File: config.mk
export PLATFORM = sky130hd
export DESIGN_NAME = ecc_encoder_stream_flat
export DESIGN_NICKNAME = d
export VERILOG_FILES = /design/src/rtl/ecc_pkg.sv /design/src/rtl/ecc_encoder_stream_if.sv /design/src/rtl/ecc_parity_gen.sv /design/src/rtl/ecc_encoder_stream.sv /design/src/flat_wrapper.sv
export SDC_FILE = /design/constraint.sdc
export NUM_CORES = 1
export LEC_CHECK = 0
export ABC_AREA = 1
export BUFFER_PORTS_ARGS = -buffer_cell sky130_fd_sc_hd__buf_2
export CAP_MARGIN = 25
export CORE_MARGIN = 2
export CORE_UTILIZATION = 25
export CTS_CLUSTER_DIAMETER = 40
export DETAILED_ROUTE_END_ITERATION = 8
export PLACE_DENSITY = 0.4
export SYNTH_ARGS = -nofsm -noshare
export SYNTH_HDL_FRONTEND = slang
export SYNTH_SLANG_ARGS = --single-unit
File: constraint.sdc
create_clock -name clk -period 10.97 [get_ports clk]
set_input_delay 1.097 -clock clk [delete_from_list [all_inputs] [get_ports clk]]
set_output_delay 1.097 -clock clk [all_outputs]
set_load 0.05 [all_outputs]
File: src/rtl/ecc_pkg.sv
// Shared Hamming SEC code definition used by both the stream encoder and the corrector.
// Positions 1..N, check bit i at 2^i, data bits fill the remaining positions in ascending order.
package ecc_pkg;

    typedef enum logic {
        IDLE,
        ARMED
    } inj_state_e;

    function automatic int ecc_width(input int dw);
        int r;
        r = 0;
        for (int k = 7; k >= 1; k--) begin
            if ((1 << k) >= dw + k + 1) r = k;
        end
        return r;
    endfunction

    function automatic logic is_pow2(input int p);
        return (p > 0) && ((p & (p - 1)) == 0);
    endfunction

    // Only meaningful for non-power-of-two positions.
    function automatic int pos_to_data_idx(input int pos);
        int n;
        n = 0;
        for (int i = 0; i < 7; i++) begin
            if ((1 << i) <= pos) n++;
        end
        return pos - 1 - n;
    endfunction

    function automatic logic [63:0] ecc_data_mask(input int dw, input int chk);
        logic [63:0] m;
        int          r;
        m = '0;
        r = ecc_width(dw);
        for (int p = 3; p <= dw + r; p++) begin
            if (!is_pow2(p) && (((p >> chk) & 1) != 0))
                m = m | (64'd1 << pos_to_data_idx(p));
        end
        return m;
    endfunction

endpackage

File: src/rtl/ecc_encoder_stream_if.sv
// Input and output valid/ready streams of the ECC encoder.
// The slave modport is the encoder's view; the master modport is the surrounding logic's view.
interface ecc_encoder_stream_if #(
    parameter int DATA_WIDTH = 32
);
    import ecc_pkg::*;

    localparam int ECC_WIDTH = ecc_width(DATA_WIDTH);

    logic                  s_valid;
    logic                  s_ready;
    logic [DATA_WIDTH-1:0] s_data;
    logic                  m_valid;
    logic                  m_ready;
    logic [DATA_WIDTH-1:0] m_data;
    logic [ECC_WIDTH-1:0]  m_ecc;

    modport slave (
        input  s_valid, s_data, m_ready,
        output s_ready, m_valid, m_data, m_ecc
    );

    modport master (
        output s_valid, s_data, m_ready,
        input  s_ready, m_valid, m_data, m_ecc
    );

endinterface

File: src/rtl/ecc_parity_gen.sv
// Combinational data -> check-bit generator; each check bit is the even parity of its
// covered data bits. Also reused by the corrector for syndrome generation.
module ecc_parity_gen
    import ecc_pkg::*;
#(
    parameter  int DATA_WIDTH = 32,
    localparam int ECC_WIDTH  = ecc_width(DATA_WIDTH)
) (
    input  logic [DATA_WIDTH-1:0] data_i,
    output logic [ECC_WIDTH-1:0]  ecc_o
);

    for (genvar g = 0; g < ECC_WIDTH; g++) begin : g_chk
        localparam logic [63:0] MASK = ecc_data_mask(DATA_WIDTH, g);
        assign ecc_o[g] = ^(data_i & MASK[DATA_WIDTH-1:0]);
    end

endmodule

File: src/rtl/ecc_encoder_stream.sv
// Streaming Hamming SEC encoder: output register plus skid register, one-cycle latency,
// with a one-shot single-bit error injector applied after check-bit generation.
//   state | meaning
//   IDLE  | no injection pending
//   ARMED | next accepted word gets codeword position pos_q flipped
module ecc_encoder_stream
    import ecc_pkg::*;
#(
    parameter  int DATA_WIDTH = 32,
    parameter  int CNT_WIDTH  = 16,
    localparam int ECC_WIDTH  = ecc_width(DATA_WIDTH)
) (
    input  logic                   clk,
    input  logic                   rst,
    ecc_encoder_stream_if.slave    bus,
    input  logic                   inj_arm,
    input  logic [ECC_WIDTH-1:0]   inj_pos,
    output logic                   inj_done,
    output logic [CNT_WIDTH-1:0]   word_cnt
);

    localparam int N = DATA_WIDTH + ECC_WIDTH;

    inj_state_e              state_q, state_d;
    logic [ECC_WIDTH-1:0]    pos_q, pos_d;
    logic                    corrupt;

    logic                    ready_q, ready_d;
    logic                    out_valid_q, out_valid_d;
    logic [DATA_WIDTH-1:0]   out_data_q, out_data_d;
    logic [ECC_WIDTH-1:0]    out_ecc_q, out_ecc_d;
    logic                    skid_valid_q, skid_valid_d;
    logic [DATA_WIDTH-1:0]   skid_data_q, skid_data_d;
    logic [ECC_WIDTH-1:0]    skid_ecc_q, skid_ecc_d;
    logic [CNT_WIDTH-1:0]    cnt_q, cnt_d;

    logic                    in_fire, out_fire;
    logic [ECC_WIDTH-1:0]    ecc_raw, ecc_flip;
    logic [DATA_WIDTH-1:0]   data_flip, word_data;
    logic [ECC_WIDTH-1:0]    word_ecc;

    assign in_fire  = bus.s_valid && ready_q && !rst;
    assign out_fire = out_valid_q && bus.m_ready;

    ecc_parity_gen #(.DATA_WIDTH(DATA_WIDTH)) u_parity (
        .data_i (bus.s_data),
        .ecc_o  (ecc_raw)
    );

    always_ff @(posedge clk) begin
        if (rst) begin
            state_q <= IDLE;
            pos_q   <= '0;
        end else begin
            state_q <= state_d;
            pos_q   <= pos_d;
        end
    end

    // A re-arm while ARMED keeps the injector pending even if a word is consumed that cycle.
    always_comb begin
        state_d = state_q;
        pos_d   = pos_q;
        if (inj_arm) begin
            pos_d   = inj_pos;
            state_d = ARMED;
        end else if (state_q == ARMED && in_fire) begin
            state_d = IDLE;
        end
    end

    always_comb begin
        corrupt  = (state_q == ARMED) && in_fire;
        inj_done = corrupt;
    end

    // Out-of-range positions leave both masks empty so the word passes clean.
    always_comb begin
        data_flip = '0;
        ecc_flip  = '0;
        if (inj_pos_valid(pos_q)) begin
            if (is_pow2(int'(pos_q))) begin
                for (int i = 0; i < ECC_WIDTH; i++) begin
                    if (int'(pos_q) == (1 << i)) ecc_flip = ECC_WIDTH'(1) << i;
                end
            end else begin
                data_flip = DATA_WIDTH'(1) << pos_to_data_idx(int'(pos_q));
            end
        end
    end

    function automatic logic inj_pos_valid(input logic [ECC_WIDTH-1:0] p);
        return (p != '0) && (int'(p) <= N);
    endfunction

    assign word_data = corrupt ? (bus.s_data ^ data_flip) : bus.s_data;
    assign word_ecc  = corrupt ? (ecc_raw ^ ecc_flip) : ecc_raw;

    always_comb begin
        out_valid_d  = out_valid_q;
        out_data_d   = out_data_q;
        out_ecc_d    = out_ecc_q;
        skid_valid_d = skid_valid_q;
        skid_data_d  = skid_data_q;
        skid_ecc_d   = skid_ecc_q;
        if (!out_valid_q || out_fire) begin
            if (skid_valid_q) begin
                out_data_d   = skid_data_q;
                out_ecc_d    = skid_ecc_q;
                out_valid_d  = 1'b1;
                skid_valid_d = 1'b0;
            end else if (in_fire) begin
                out_data_d  = word_data;
                out_ecc_d   = word_ecc;
                out_valid_d = 1'b1;
            end else begin
                out_valid_d = 1'b0;
            end
        end else if (in_fire) begin
            skid_data_d  = word_data;
            skid_ecc_d   = word_ecc;
            skid_valid_d = 1'b1;
        end
        ready_d = !skid_valid_d;
        cnt_d   = (in_fire && cnt_q != '1) ? cnt_q + 1'b1 : cnt_q;
    end

    always_ff @(posedge clk) begin
        if (rst) begin
            ready_q      <= 1'b1;
            out_valid_q  <= 1'b0;
            out_data_q   <= '0;
            out_ecc_q    <= '0;
            skid_valid_q <= 1'b0;
            skid_data_q  <= '0;
            skid_ecc_q   <= '0;
            cnt_q        <= '0;
        end else begin
            ready_q      <= ready_d;
            out_valid_q  <= out_valid_d;
            out_data_q   <= out_data_d;
            out_ecc_q    <= out_ecc_d;
            skid_valid_q <= skid_valid_d;
            skid_data_q  <= skid_data_d;
            skid_ecc_q   <= skid_ecc_d;
            cnt_q        <= cnt_d;
        end
    end

    assign bus.s_ready = ready_q;
    assign bus.m_valid = out_valid_q;
    assign bus.m_data  = out_data_q;
    assign bus.m_ecc   = out_ecc_q;
    assign word_cnt    = cnt_q;

endmodule

File: src/flat_wrapper.sv
// flat-port wrapper written by rule: the top's interface ports become plain ports
module ecc_encoder_stream_flat import ecc_pkg::*;
#(
    parameter  int DATA_WIDTH = 32,
    parameter  int CNT_WIDTH  = 16,
    localparam int ECC_WIDTH  = ecc_width(DATA_WIDTH)
)
  (clk, rst, inj_arm, inj_pos, inj_done, word_cnt, bus_s_valid, bus_s_data, bus_m_ready, bus_s_ready, bus_m_valid, bus_m_data, bus_m_ecc);
  ecc_encoder_stream_if #(.DATA_WIDTH(DATA_WIDTH)) bus_i ();
  input  logic clk;
  input  logic rst;
  input  logic inj_arm;
  input  logic [ECC_WIDTH-1:0] inj_pos;
  output logic inj_done;
  output logic [CNT_WIDTH-1:0] word_cnt;
  input wire logic [$bits(bus_i.s_valid)-1:0] bus_s_valid;
  input wire logic [$bits(bus_i.s_data)-1:0] bus_s_data;
  input wire logic [$bits(bus_i.m_ready)-1:0] bus_m_ready;
  output wire logic [$bits(bus_i.s_ready)-1:0] bus_s_ready;
  output wire logic [$bits(bus_i.m_valid)-1:0] bus_m_valid;
  output wire logic [$bits(bus_i.m_data)-1:0] bus_m_data;
  output wire logic [$bits(bus_i.m_ecc)-1:0] bus_m_ecc;
  assign bus_i.s_valid = bus_s_valid;
  assign bus_i.s_data = bus_s_data;
  assign bus_i.m_ready = bus_m_ready;
  assign bus_s_ready = bus_i.s_ready;
  assign bus_m_valid = bus_i.m_valid;
  assign bus_m_data = bus_i.m_data;
  assign bus_m_ecc = bus_i.m_ecc;
  ecc_encoder_stream #(.DATA_WIDTH(DATA_WIDTH), .CNT_WIDTH(CNT_WIDTH)) u_core (.clk(clk), .rst(rst), .bus(bus_i), .inj_arm(inj_arm), .inj_pos(inj_pos), .inj_done(inj_done), .word_cnt(word_cnt));
endmodule
== Word level (Yosys, flattened, before mapping) ==
Cells that the tools add are included.

* Register bits: 102
* Bits of input ports: 43
* Output and inout port bits: 57
* Word-level logic and storage cells: 101

* $add $sub $neg: 8
* Magnitude comparators: 8
* Equal/unequal tests: 7
* Shift operators: 1
* Mux-type cells: 40
* Bitwise gates (word level): 4
* Reductions and logical operators: 23

{| class="wikitable"
|+ Operators by type and width
! kind !! number
|-
| 2-to-1 mux 32 bit || 22
|-
| XOR reduction 32 bit || 6
|-
| adder 32 x 2 -> 32 bit (second input constant) || 5
|-
| 2-to-1 mux 6 bit || 6
|-
| AND 7 x 32 -> 32 bit || 1
|-
| logical NOT 32 bit || 1
|-
| left shift 1 x 32 -> 32 bit (first input constant) || 1
|-
| subtractor 32 bit || 1
|-
| XOR 32 bit || 1
|-
| adder 16 x 1 -> 16 bit (second input constant) || 1
|-
| != test 16 bit (second input constant) || 1
|-
| == test 6 bit (second input constant) || 2
|-
| 2-to-1 mux 1 bit || 8
|-
| logical AND 1 bit || 7
|-
| subtractor 6 x 1 -> 7 bit (second input constant) || 1
|-
| == test 6 x 2 -> 1 bit (second input constant) || 1
|-
| == test 6 x 3 -> 1 bit (second input constant) || 1
|-
| == test 6 x 4 -> 1 bit (second input constant) || 1
|-
| == test 6 x 5 -> 1 bit (second input constant) || 1
|-
| greater-than comparator 6 x 1 -> 1 bit (second input constant) || 1
|-
| less-or-equal comparator 1 x 6 -> 1 bit (first input constant) || 1
|-
| less-or-equal comparator 2 x 6 -> 1 bit (first input constant) || 1
|-
| less-or-equal comparator 3 x 6 -> 1 bit (first input constant) || 1
|-
| less-or-equal comparator 4 x 6 -> 1 bit (first input constant) || 1
|-
| 14 further kinds || 18
|}

== Depth between registers and ports, before layout ==
Gate-level depths: netlist (run 1).

* Word-level depth: 34
* Depth in mapped cells: 41

== Cells and area by module ==
Synthesis (run 1) repeated with hierarchy kept, for this count alone.

* Cell total of the unflattened synthesis: 1150
* Area total of the unflattened synthesis: 7300.8 um^2

{| class="wikitable"
|+ Modules (own cells, without submodules)
! module !! instances !! cells an instance !! area an instance (um^2) !! sequential area each (um^2)
|-
| ecc_encoder_stream || 1 || 925 || 6261.0 || 2042.0
|-
| ecc_parity_gen || 1 || 225 || 1039.7 || 0.0
|}

== Worst setup path after synthesis (run 1) ==
OpenSTA, ideal clock, no wires.

* Path kind: reg-to-reg
* From: reg u_core.pos_q[5]
* To: reg u_core.out_data_q[20], in the netlist u_core.bus.m_data[20]
* Setup time: 143 ps
* Arrival: 5668 ps
* Slack: 5159 ps
* Cell stages (with the launch flop): 38
* Buffers on the path: 1
* Period minus slack after synthesis: 5811 ps
* Cells stage by stage: dfxtp_1 > buf_4 > nor2_4 > inv_2 > nor2_4 > inv_1 > nor3_1 > ha_1 > inv_1 > xor2_1 > ha_1 > nand2_1 > nand2_1 > ha_1 > nor2_1 > a31oi_1 > ha_1 > or2_2 > (+2 left out) > fa_1 > nand3b_1 > nand2_1 > nand3_2 > nand2_4 > ha_1 > nor2_1 > nand2_1 > nor2_1 > nand3_1 > a21oi_4 > nand4_2 > nor2_2 > nand4_1 > nand2_1 > nand2_1 > nand2_1 > a21oi_2

* Word-level cells in the longest chain between the ends: 32
* Elaborated cells between the ends (all ways): 45
* Those cells by class: add/sub (7); order compare (8); shift (1); mux (23); bitwise (2); reduce/logical (4)

{| class="wikitable"
|+ RTL lines
! what !! RTL line !! source
|-
| from (decl) || ecc_encoder_stream.sv:25 || <nowiki>logic [ECC_WIDTH-1:0] pos_q, pos_d;</nowiki>
|-
| from (signal assigned) || ecc_encoder_stream.sv:56 || <nowiki>pos_q <= pos_d;</nowiki>
|-
| less-or-equal comparator 1 x 6 -> 1 bit || ecc_pkg.sv:28 || <nowiki>if ((1 << i) <= pos) n++;</nowiki>
|-
| 2-to-1 mux 1 bit || ecc_pkg.sv:28 ||
|-
| 2-to-1 mux 32 bit || ecc_encoder_stream.sv:82 || <nowiki>if (is_pow2(int'(pos_q))) begin</nowiki>
|-
| 2-to-1 mux 32 bit || ecc_encoder_stream.sv:81 || <nowiki>if (inj_pos_valid(pos_q)) begin</nowiki>
|-
| adder 32 x 2 -> 32 bit || ecc_pkg.sv:28 ||
|-
| 2-to-1 mux 32 bit || ecc_pkg.sv:28 ||
|-
| 2-to-1 mux 32 bit || ecc_encoder_stream.sv:82 ||
|-
| 2-to-1 mux 32 bit || ecc_encoder_stream.sv:81 ||
|-
| (+16 left out) || - ||
|-
| subtractor 32 bit || ecc_pkg.sv:30 || <nowiki>return pos - 1 - n;</nowiki>
|-
| left shift 1 x 32 -> 32 bit || ecc_encoder_stream.sv:87 || <nowiki>data_flip = DATA_WIDTH'(1) << pos_to_data_idx(int'(pos_q));</nowiki>
|-
| 2-to-1 mux 32 bit || ecc_encoder_stream.sv:82 ||
|-
| 2-to-1 mux 32 bit * || ecc_encoder_stream.sv:81 ||
|-
| XOR 32 bit * || ecc_encoder_stream.sv:96 || <nowiki>assign word_data = corrupt ? (bus.s_data ^ data_flip) : bus.s_data;</nowiki>
|-
| 2-to-1 mux 32 bit * || ecc_encoder_stream.sv:96 ||
|-
| 2-to-1 mux 32 bit * || ecc_encoder_stream.sv:112 || <nowiki>end else if (in_fire) begin</nowiki>
|-
| 2-to-1 mux 32 bit * || ecc_encoder_stream.sv:107 || <nowiki>if (skid_valid_q) begin</nowiki>
|-
| to (signal assigned) || ecc_encoder_stream.sv:141 || <nowiki>out_data_q <= out_data_d;</nowiki>
|-
| to (decl) || ecc_encoder_stream.sv:30 || <nowiki>logic [DATA_WIDTH-1:0] out_data_q, out_data_d;</nowiki>
|}

Mark *: on every way between the ends. The rest lies on a longest branch, timed or not. The select of a mux whose other input is x is not followed.
A chain may end at the register's enable or synchronous reset.

== Worst setup path after layout (run 1) ==
* From: reg u_core.pos_q[5]
* To: reg u_core.out_data_q[14], in the netlist u_core.bus.m_data[14]

Same word-level chain as after synthesis.

==> results of run 1 <==
## worst paths after layout
kind                                                   startpoint                                  to  slack (ps)
worst max-delay path                 u_core.pos_q[5]$_SDFFE_PP0P_  u_core.bus.m_data[14]$_SDFFE_PP0P_        4360
worst max register to register       u_core.pos_q[5]$_SDFFE_PP0P_  u_core.bus.m_data[14]$_SDFFE_PP0P_        4360
worst min-delay path            u_core.bus.m_data[3]$_SDFFE_PP0P_   u_core.bus.m_data[3]$_SDFFE_PP0P_         460
worst min register to register  u_core.bus.m_data[3]$_SDFFE_PP0P_   u_core.bus.m_data[3]$_SDFFE_PP0P_         460
## sequential cells by signal (all words and copies together) (netlist names), 6 cells and up
| signal | count |
|---|---|
| u_core.bus.m_ecc | 6 |
| u_core.bus.m_data | 32 |
| u_core.skid_ecc_q | 6 |
| u_core.word_cnt | 16 |
| u_core.skid_data_q | 32 |
| u_core.pos_q | 6 |
## through the flow
stage | worst slack (ps) | power, mW | util (%)
after global routing | 3598 | 1.409 | 29.08
after CTS | 4315 | 1.324 | 29.07
after detailed placement | 4359 | 0.9879 | 28.05
after floorplan | 5159 | 0.8584 | -
final | 4356 | 1.305 | 29.08
after global placement | 4407 | 0.9897 | 28.05
## cell families (layout without fill, tap and decap cells)
| logic type | count (synthesis) | count (layout) |
|---|---|---|
| simple gates | 577 | 577 |
| buf+inv | 176 | 247 |
| compound gates | 147 | 147 |
| flops | 102 | 102 |
| xor+xnor | 60 | 60 |
| fa+ha+maj | 28 | 28 |
| other cells | 1 | 2 |
## report_power, final
group | internal [mW] | total (mW) | switching (mW) | leakage (nW)
Clock | 0.164 | 0.330 | 0.166 | 0.137
Sequential | 0.384 | 0.394 | 0.00991 | 0.829
Combinational | 0.150 | 0.581 | 0.431 | 2.92
Total | 0.698 | 1.30 | 0.606 | 3.89
## per-layer routing
metal	vias to the layer above	wire length, um
li1	3691	-
met1	3207	11280
met2	171	10550
met3	31	1093
met4	0	467
met5	-	0
## critical path, delay by kind of cell (launching register included)
| kind | cells | cell delay [ps] |
|---|---|---|
| adder cells (fa/ha/maj) | 6 | 1840 |
| AND/OR/NAND/NOR | 21 | 2960 |
| AO/OA/AOI/OAI | 4 | 630 |
| XOR/XNOR | 1 | 190 |
| buffers and inverters | 4 | 390 |
| flip-flops | 1 | 440 |
## area by class of cell
cell class / count / share of cell area (%)
multi-input cells: 813 / 53.77
flip-flops and latches: 102 / 24.60
repair buffers: 107 / 6.693
well taps: 384 / 5.788
inverters: 124 / 5.607
clock buffers: 10 / 2.879
clock inverters: 6 / 0.6331
diodes: 1 / 0.03015
## cell usage in the layout, fill, tap and decap left out, types with 31 or more instances in the layout
master / count
sky130_fd_sc_hd__nand2_1: 257
sky130_fd_sc_hd__nor2_1: 128
sky130_fd_sc_hd__inv_1: 113
sky130_fd_sc_hd__dfxtp_1: 102
sky130_fd_sc_hd__buf_2: 99
sky130_fd_sc_hd__nand3_1: 84
sky130_fd_sc_hd__nand4_1: 56
sky130_fd_sc_hd__o21ai_0: 42
sky130_fd_sc_hd__a21oi_1: 37
sky130_fd_sc_hd__xnor2_1: 31
==> flow_metrics.tcl, run 1 <==
set metrics [dict create \
    run_status "complete, no violations" \
    multiInputGateArea_um2 4463 \
    design_area_um2 8300 \
    die_h_um 173.9 \
    cts_tree "done" \
    clock_sinks 102 \
    grt.met1_usage_pct 21.12 \
    ant_nets 0 \
    top_usage_layer "met2" \
    cts.path.max_buffers 2 \
    synthMuxAreaShare_pct 0 \
    worst_ir_drop_vdd_v 0.00008363 \
    numPlacedInstances 1530 \
    final-max-slew-violation-count 0 \
    design.final.nets 1228 \
    first_pass_grt_wire_length_um 37960 \
    max_stage_delay_ps 490 \
    grt_util_met2_pct 26.26 \
    capturing_element_type_of_the_critical_path "register" \
    grt_max_degree 76 \
    first_global_vias 6927 \
    filler_cell_count 3287 \
    post_synth_and_or_nand_nor_area_fraction_pct 36.75 \
    synthDominantAreaCellType "sky130_fd_sc_hd__dfxtp_1" \
    synth_ff_type "sky130_fd_sc_hd__dfxtp_1" \
    overflow 0 \
    vias_per_cell 4.590 \
    number_of_enable_type_register_cells_in_the_synthesized_netlist 0 \
    synth.ff_latch_count 102 \
    core_area_um2 28550 \
    globalRouteMet3Util_pct 2.741 \
    r2r_cells 36 \
    grt_antenna_before_repair 1 \
    synthTopCellsByArea "sky130_fd_sc_hd__dfxtp_1 (28%), sky130_fd_sc_hd__nand2_1 (13%), sky130_fd_sc_hd__nor2_1 (6.7%)" \
    critical_path_at_ps 6820 \
    drt-wirelength-per-cell_um 15.12 \
    layout.area.seq_um2 2042 \
    dieArea_um2 30230 \
    timing.slew.headroom_pct 38.07 \
    dpl.hpwl_um 17280 \
    crit_path_frequent_cell "sky130_fd_sc_hd__nand2_1" \
    setup_tns_ps 0 \
    fraction_of_registers_with_async_set_reset_pct 0 \
    place_area_um2 8006 \
    post-cts-setup-buffer-count 0 \
    timing_worst_setup_path_type "reg -> reg" \
    insertion_delay_ps 370 \
    leakagePower_nw 3.888 \
    dr_total_vias 7100 \
    netlist_instances 1091 \
    fin_skew_ps 17.55 \
    clk_root_buffer_cell "sky130_fd_sc_hd__clkbuf_16" \
    cp.required_ps 11180 \
    drt_drc_violations_left 0 \
    hold_depth 2 \
    core.rowCount 62 \
    setup_repair_after_global_routing_missed_its_margin "no" \
    timing_hold_violations_final 0 \
    drt_iter0_markers 409 \
    clkSlewWorstSetupHoldPaths_ps 90 \
    synthAdderAreaFrac_pct 4.960 \
    htree_num_levels 3 \
    hold-worst-slack_ps 463.9 \
    chipWidth_um 173.9 \
    cts_hold_repair.buffers 0 \
    place.port_buffers 99 \
    post-route-min-period_ps 6614 \
    layoutNonFillerInstCount 1547 \
    worstHoldPathType "reg -> reg" \
    routed_wl_um 23390 \
    layout_stage_area_growth_over_the_synthesis_result_pct 15.05 \
    main_combinational_cell_family_by_area_after_synthesis "simple AND/OR/NAND/NOR gates" \
    grt_usage_pct 15.84 \
    synth_cell_type_count 49 \
    synth_top_cell_area_share_pct 28.30 \
    max_clock_freq_ghz 0.1512 \
    synth.yosys.warnings 0 \
    cap_viol_max_count 0 \
    boundaryPins 100 \
    synth_area_um2 7214 \
    synth.avg_cell_area_um2 6.613 \
    first_drt_pass_iteration_count 6 \
    powerDensity_nw_per_um2 157.2 \
    synth_xor_area_share_pct 7.752 \
    critPathLaunchType "register" \
    worst-path-max-fanout 9 \
    globalplace.congestion 0.7796 \
    numCtsBuffers 9 \
    ys_top_cells_by_count "sky130_fd_sc_hd__nand2_1 (257), sky130_fd_sc_hd__nor2_1 (129), sky130_fd_sc_hd__inv_1 (115)" \
    synth_compound_area_share_pct 12.31 \
    min_period_over_period_pct 60.29 \
    initial_utilization_pct 25.27 \
    cts_repair_resize_count 0 \
    finalSetupViolations 0 \
    transition_time_at_the_pin_with_the_least_slew_margin_ps 928.0 \
    cpMaxStageDelayCell "sky130_fd_sc_hd__fa_1" \
    syn-num-nets 1162 \
    post_route_cells_drive_above_1_share_pct 16.87 \
    synth-seq-area-share_pct 28.30 \
    synthMostInstantiatedCell "sky130_fd_sc_hd__nand2_1" \
]
(Power assumes the default switching activity.)
==> run 2: changes to the inputs <==
Settings changed: ABC_AREA 1 to 0, PLACE_DENSITY 0.4 to 0.41.
Clock period 10.97 ns to 6.7 ns, I/O delays scaled along.
==> flow_metrics.tcl, run 2 <==
set metrics [dict create \
    run_status "complete, no violations" \
    main_combinational_cell_family_by_area_after_synthesis "simple AND/OR/NAND/NOR gates" \
    dieArea_um2 26940 \
    drt-wirelength-per-cell_um 17.75 \
    timing.slew.headroom_pct 19.85 \
    grt_usage_pct 15.77 \
    worst_ir_drop_vdd_v 0.0001497 \
    cp.required_ps 6910 \
    drt_iter0_markers 353 \
    cts_hold_repair.buffers 0 \
    synth_top_cell_area_share_pct 31.86 \
    post-route-min-period_ps 6246 \
    clk_root_buffer_cell "sky130_fd_sc_hd__clkbuf_16" \
    transition_time_at_the_pin_with_the_least_slew_margin_ps 1202 \
    synth.ff_latch_count 102 \
    timing_hold_violations_final 0 \
    numCtsBuffers 9 \
    cpMaxStageDelayCell "sky130_fd_sc_hd__fa_1" \
    syn-num-nets 843 \
    synthMostInstantiatedCell "sky130_fd_sc_hd__dfxtp_1" \
    synth-seq-area-share_pct 31.86 \
    synth_ff_type "sky130_fd_sc_hd__dfxtp_1" \
    setup_repair_after_global_routing_missed_its_margin "yes" \
    vias_per_cell 4.841 \
    post-cts-setup-buffer-count 0 \
    synth.yosys.warnings 0 \
    top_usage_layer "met2" \
    critical_path_at_ps 6450 \
    layout_common_cells "sky130_fd_sc_hd__dfxtp_1 (100), sky130_fd_sc_hd__buf_2 (99), sky130_fd_sc_hd__xnor2_1 (83)" \
    core.rowCount 58 \
    synthDominantAreaCellType "sky130_fd_sc_hd__dfxtp_1" \
    insertion_delay_ps 360 \
    ys_top_cells_by_count "sky130_fd_sc_hd__dfxtp_1 (102), sky130_fd_sc_hd__xnor2_1 (85), sky130_fd_sc_hd__nor2_1 (56)" \
    initial_utilization_pct 25.45 \
    critPathLaunchType "register" \
    clock_sinks 102 \
    place.port_buffers 99 \
    dr_total_vias 5717 \
    chipWidth_um 164.1 \
    overflow 0 \
    place_area_um2 7222 \
    synthAdderAreaFrac_pct 5.583 \
    first_drt_pass_iteration_count 7 \
    grt_antenna_before_repair 0 \
    synth_xor_area_share_pct 15.65 \
    cts.path.max_buffers 2 \
    worst-path-max-fanout 6 \
    globalplace.congestion 0.8147 \
    design.final.nets 917 \
    max_stage_delay_ps 420 \
    routed_wl_um 20970 \
    min_period_over_period_pct 93.22 \
    post_route_setup_slack_ps 453.9 \
    first_pass_grt_wire_length_um 32530 \
    cts_tree "done" \
    clkSlewWorstSetupHoldPaths_ps 80 \
    synth.avg_cell_area_um2 8.303 \
    synthMuxAreaShare_pct 1.405 \
    first_global_vias 5463 \
    post_synth_and_or_nand_nor_area_fraction_pct 23.56 \
    htree_num_levels 3 \
    ant_nets 0 \
    netlist_instances 772 \
    timing_worst_setup_path_type "reg -> reg" \
    leakagePower_nw 2.998 \
    final-max-slew-violation-count 0 \
    design_area_um2 7667 \
    synth_area_um2 6410 \
    layout_stage_area_growth_over_the_synthesis_result_pct 19.62 \
    globalRouteMet3Util_pct 2.374 \
    synth_compound_area_share_pct 16.18 \
    powerDensity_nw_per_um2 259.6 \
    synth_cell_type_count 60 \
    post_route_cells_drive_above_1_share_pct 21.50 \
    setup_tns_ps 0 \
    cts_repair_resize_count 0 \
    boundaryPins 100 \
    grt_util_met2_pct 25.79 \
    drt_drc_violations_left 0 \
    grt.met1_usage_pct 21.50 \
    r2r_slack_ps 450 \
    fin_skew_ps 9.682 \
    dpl.hpwl_um 14730 \
    crit_path_frequent_cell "sky130_fd_sc_hd__ha_1" \
    fraction_of_registers_with_async_set_reset_pct 0 \
    capturing_element_type_of_the_critical_path "register" \
    die_h_um 164.1 \
    mostFrequentLayoutCell "sky130_fd_sc_hd__dfxtp_1" \
    core_area_um2 25180 \
    grt_max_degree 73 \
    finalSetupViolations 0 \
    preCtsSetupSlack_ps 145.7 \
    max_clock_freq_ghz 0.1601 \
    worstHoldPathType "reg -> reg" \
    diodes 0 \
    synthTopCellsByArea "sky130_fd_sc_hd__dfxtp_1 (32%), sky130_fd_sc_hd__xnor2_1 (12%), sky130_fd_sc_hd__ha_1 (5.3%)" \
    number_of_enable_type_register_cells_in_the_synthesized_netlist 0 \
    cap_viol_max_count 0 \
    hold-worst-slack_ps 451.6 \
]
==> run 2: cell types whose count changed in the layout (fill, tap and decap cells not counted), moves of 21 or more <==
cell / delta
sky130_fd_sc_hd__nand2_1: -224
sky130_fd_sc_hd__nand4_1: -47
sky130_fd_sc_hd__nand3_1: -35
sky130_fd_sc_hd__and3_1: +33
sky130_fd_sc_hd__inv_1: -85
sky130_fd_sc_hd__o22ai_1: +28
sky130_fd_sc_hd__o21ai_0: -21
sky130_fd_sc_hd__nor2_1: -73
sky130_fd_sc_hd__a21oi_2: -24
sky130_fd_sc_hd__xnor2_1: +52
==> run 2: area by class of cell <==
type | count | area, um2
clock buffers | 11 | 252.7
clock inverters | 5 | 86.33
fillers | 2717 | 17510
inverters | 29 | 108.9
multi-input cells | 585 | 4116
flip-flops and latches | 102 | 2044
well taps | 330 | 412.9
repair buffers | 119 | 645.6
==> run 2: cell families after synthesis <==
| kind of cell | Yosys count |
|---|---|
| AOI/OAI and AO/OA | 166 |
| xor gates and xnor gates | 113 |
| adders and majority gates | 28 |
| buffers and inverters | 85 |
| DFF | 102 |
| muxes | 9 |
| other | 1 |
| and+or+nand+nor | 268 |
==> run 2: stage by stage <==
| stage | power, mW | std cells | util [%] |
|---|---|---|---|
| 3_5_place_dp | 1.370 | 1165 | 28.68 |
| 4_1_cts | 1.987 | 1181 | 30.03 |
| 6_report | 1.991 | 1181 | 30.45 |
| 2_1_floorplan | 1.182 | 772 | - |
| 3_3_place_gp | 1.376 | 1165 | 28.68 |
| 5_1_grt | 2.101 | 1181 | 30.45 |
==> run 2: metal layers <==
layer / routed length (um) / share of wire (%) / vias to the layer above
met5: 0 / 0 / -
met4: 337 / 1.6 / 0
li1: - / - / 2883
met1: 9903 / 47 / 2714
met2: 9968 / 48 / 100
met3: 757 / 3.6 / 20
==> run 2: critical path, delay by kind of cell (launching register included) <==
kind,cells,cell delay (ps)
AND/OR/NAND/NOR,9,1750
adder cells (fa/ha/maj),7,2000
AO/OA/AOI/OAI,6,960
flip-flops,1,380
multiplexers,1,210
buffers and inverters,5,460
XOR/XNOR,2,330
==> run 2: final timing paths <==
| check | start | endpoint | cells after the start |
|---|---|---|---|
| max | u_core.pos_q[0]$_SDFFE_PP0P_ | u_core.bus.m_data[5]$_SDFFE_PP0P_ | 30 |
| max reg2reg | u_core.pos_q[0]$_SDFFE_PP0P_ | u_core.bus.m_data[5]$_SDFFE_PP0P_ | 30 |
| min reg2reg | u_core.bus.m_ecc[4]$_SDFFE_PP0P_ | u_core.bus.m_ecc[4]$_SDFFE_PP0P_ | 2 |
| min | u_core.bus.m_ecc[4]$_SDFFE_PP0P_ | u_core.bus.m_ecc[4]$_SDFFE_PP0P_ | 2 |
==> run 2: report_power, final <==
group,switching [mW],internal (mW)
sequential,0.0166,0.632
clock,0.256,0.353
combinational,0.480,0.254
==> run 3: changes to the inputs <==
Settings changed: ABC_AREA 0 to 1, ABC_CLOCK_PERIOD_IN_PS from default to 6700, PLACE_DENSITY 0.41 to 0.4.
==> flow_metrics.tcl, run 3 (same netlist as run 1, synthesis figures left out) <==
set metrics [dict create \
    htree_num_levels 3 \
    r2r_slack_ps 530 \
    routed_wl_um 23330 \
    dpl.hpwl_um 17230 \
    fin_skew_ps 16.78 \
    post_route_setup_slack_ps 533.5 \
    setup_tns_ps 0 \
    grt_max_degree 76 \
    worst_ir_drop_vdd_v 0.0001354 \
    drt_drc_violations_left 0 \
    run_status "complete, no violations" \
    timing.critical_path.buf_inv 5 \
    max_stage_delay_ps 400 \
    cap_viol_max_count 0 \
    crit_path_frequent_cell "sky130_fd_sc_hd__nand2_1" \
    worstSetupEndpoint "u_core.bus.m_data[23]$_SDFFE_PP0P_" \
    boundaryPins 100 \
    mostFrequentLayoutCell "sky130_fd_sc_hd__nand2_1" \
    dr_total_vias 7077 \
    transition_time_at_the_pin_with_the_least_slew_margin_ps 942.3 \
    timing.slew.headroom_pct 37.11 \
    layout_stage_area_growth_over_the_synthesis_result_pct 18.12 \
    grt_usage_pct 15.36 \
    dieArea_um2 30230 \
    grt_antenna_before_repair 1 \
    clkSlewWorstSetupHoldPaths_ps 90 \
    clk_root_buffer_cell "sky130_fd_sc_hd__clkbuf_16" \
    drt_iter0_markers 454 \
    r2r_cells 37 \
    core_area_um2 28550 \
    place.port_buffers 99 \
    max_clock_freq_ghz 0.1622 \
    numCtsBuffers 9 \
    vias_per_cell 4.542 \
    cp.required_ps 6910 \
    layout_common_cells "sky130_fd_sc_hd__nand2_1 (251), sky130_fd_sc_hd__nor2_1 (125), sky130_fd_sc_hd__inv_1 (112)" \
    setup_repair_after_global_routing_missed_its_margin "no" \
    worstHoldPathType "reg -> reg" \
    first_global_vias 6678 \
    globalplace.congestion 0.8027 \
    leakagePower_nw 3.955 \
    cpMaxStageDelayCell "sky130_fd_sc_hd__fa_1" \
    timing_hold_violations_final 0 \
    crit-reg2reg-launch "u_core.pos_q[5]$_SDFFE_PP0P_" \
    critical_path_depth 37 \
    capturing_element_type_of_the_critical_path "register" \
    post-route-min-period_ps 6167 \
    crit-reg2reg-capture "u_core.bus.m_data[23]$_SDFFE_PP0P_" \
    cts_hold_repair.buffers 0 \
    layoutNonFillerInstCount 1558 \
    initial_utilization_pct 25.27 \
    drt-wirelength-per-cell_um 14.98 \
    insertion_delay_ps 360 \
    finalSetupViolations 0 \
    filler_cell_count 3271 \
    powerDensity_nw_per_um2 260.2 \
    cts.path.max_buffers 2 \
    overflow 0 \
    min_period_over_period_pct 92.04 \
    clock_sinks 102 \
    cts_tree "done" \
    ant_nets 0 \
    worst-path-max-fanout 6 \
    die_h_um 173.9 \
    chipWidth_um 173.9 \
    critPathTopFamily "simple AND/OR/NAND/NOR gates" \
    first_pass_grt_wire_length_um 36920 \
    critical_path_at_ps 6380 \
    timing_worst_setup_path_type "reg -> reg" \
    startpoint "u_core.pos_q[5]$_SDFFE_PP0P_" \
    final-max-slew-violation-count 0 \
    critPathLaunchType "register" \
    numPlacedInstances 1534 \
    first_drt_pass_iteration_count 5 \
    preCtsSetupSlack_ps 216.7 \
    post_route_cells_drive_above_1_share_pct 19.18 \
    design.final.nets 1239 \
    core.rowCount 62 \
]
[run 3: cell types whose count changed in the layout (fill, tap and decap cells not counted), sizes merged, moves of 18 or more]
cell / delta
xnor2: -53
o22ai: -28
nand2: +227
a31oi: +18
nand3: +38
and3: -33
inv: +96
nor2: +86
nand4: +54
[run 3: worst min-delay path, stage by stage (launching register included)]
cell and delay [ps]:
sky130_fd_sc_hd__dfxtp_1 310, sky130_fd_sc_hd__nand2_1 60, sky130_fd_sc_hd__a21oi_1 50
[run 3: where the power goes]
| part | total (mW) | internal (mW) | switching (mW) |
|---|---|---|---|
| Sequential | 0.644 | 0.629 | 0.0148 |
| Clock | 0.542 | 0.262 | 0.280 |
| Combinational | 1.03 | 0.280 | 0.751 |
| Total | 2.22 | 1.17 | 1.05 |
[run 3: worst min path at each step]
stage | start | endpoint | slack (ps) | cells past startpoint
after floorplan | u_core.state_q$_SDFFE_PP0P_ | u_core.state_q$_SDFFE_PP0P_ | 440 | 2
after global placement | u_core.state_q$_SDFFE_PP0P_ | u_core.state_q$_SDFFE_PP0P_ | 450 | 2
after detailed placement | u_core.state_q$_SDFFE_PP0P_ | u_core.state_q$_SDFFE_PP0P_ | 450 | 2
after CTS | u_core.bus.m_ecc[1]$_SDFFE_PP0P_ | u_core.bus.m_ecc[1]$_SDFFE_PP0P_ | 470 | 2
after global routing | u_core.state_q$_SDFFE_PP0P_ | u_core.state_q$_SDFFE_PP0P_ | 490 | 2
final | u_core.bus.m_data[2]$_SDFFE_PP0P_ | u_core.bus.m_data[2]$_SDFFE_PP0P_ | 460 | 2
[run 3: through the flow]
stage	total power, mW	hold WS, ps	cell area (um2)	utilization (%)
detailed placement	1.629	454.5	8036	28.15
CTS	2.187	467.9	8329	29.18
finish	2.217	464.2	8522	29.85
floorplan	1.405	439.9	7214	-
global placement	1.639	451.4	8036	28.15
global route	2.372	486.6	8519	29.84
[run 3: final cells by class]
cell class	instances	area [um2]	share of cell area [%]
inverter	124	465.4	5.462
antenna	1	2.502	0.02936
sequential	102	2047	24.02
multi-input combinational	813	4583	53.78
timing repair buffer	118	650.6	7.635
clock inverter	7	67.56	0.7928
clock buffer	9	225.2	2.643
tap	384	480.5	5.638
[run 3: repair_timing]
action / 4_1_cts / 5_1_grt
resized for setup: 0 / 31
endpoints found under the setup margin: 0 / 64
buffers inserted: 0 / 7
[run 3: per-layer routing]
metal	track usage [%]	part of all wire, %	up-vias
met5	0	0	-
met4	3.852	1.5	0
met3	2.632	4.5	15
met2	25.83	47	139
met1	20.39	47	3208
li1	-	-	3715
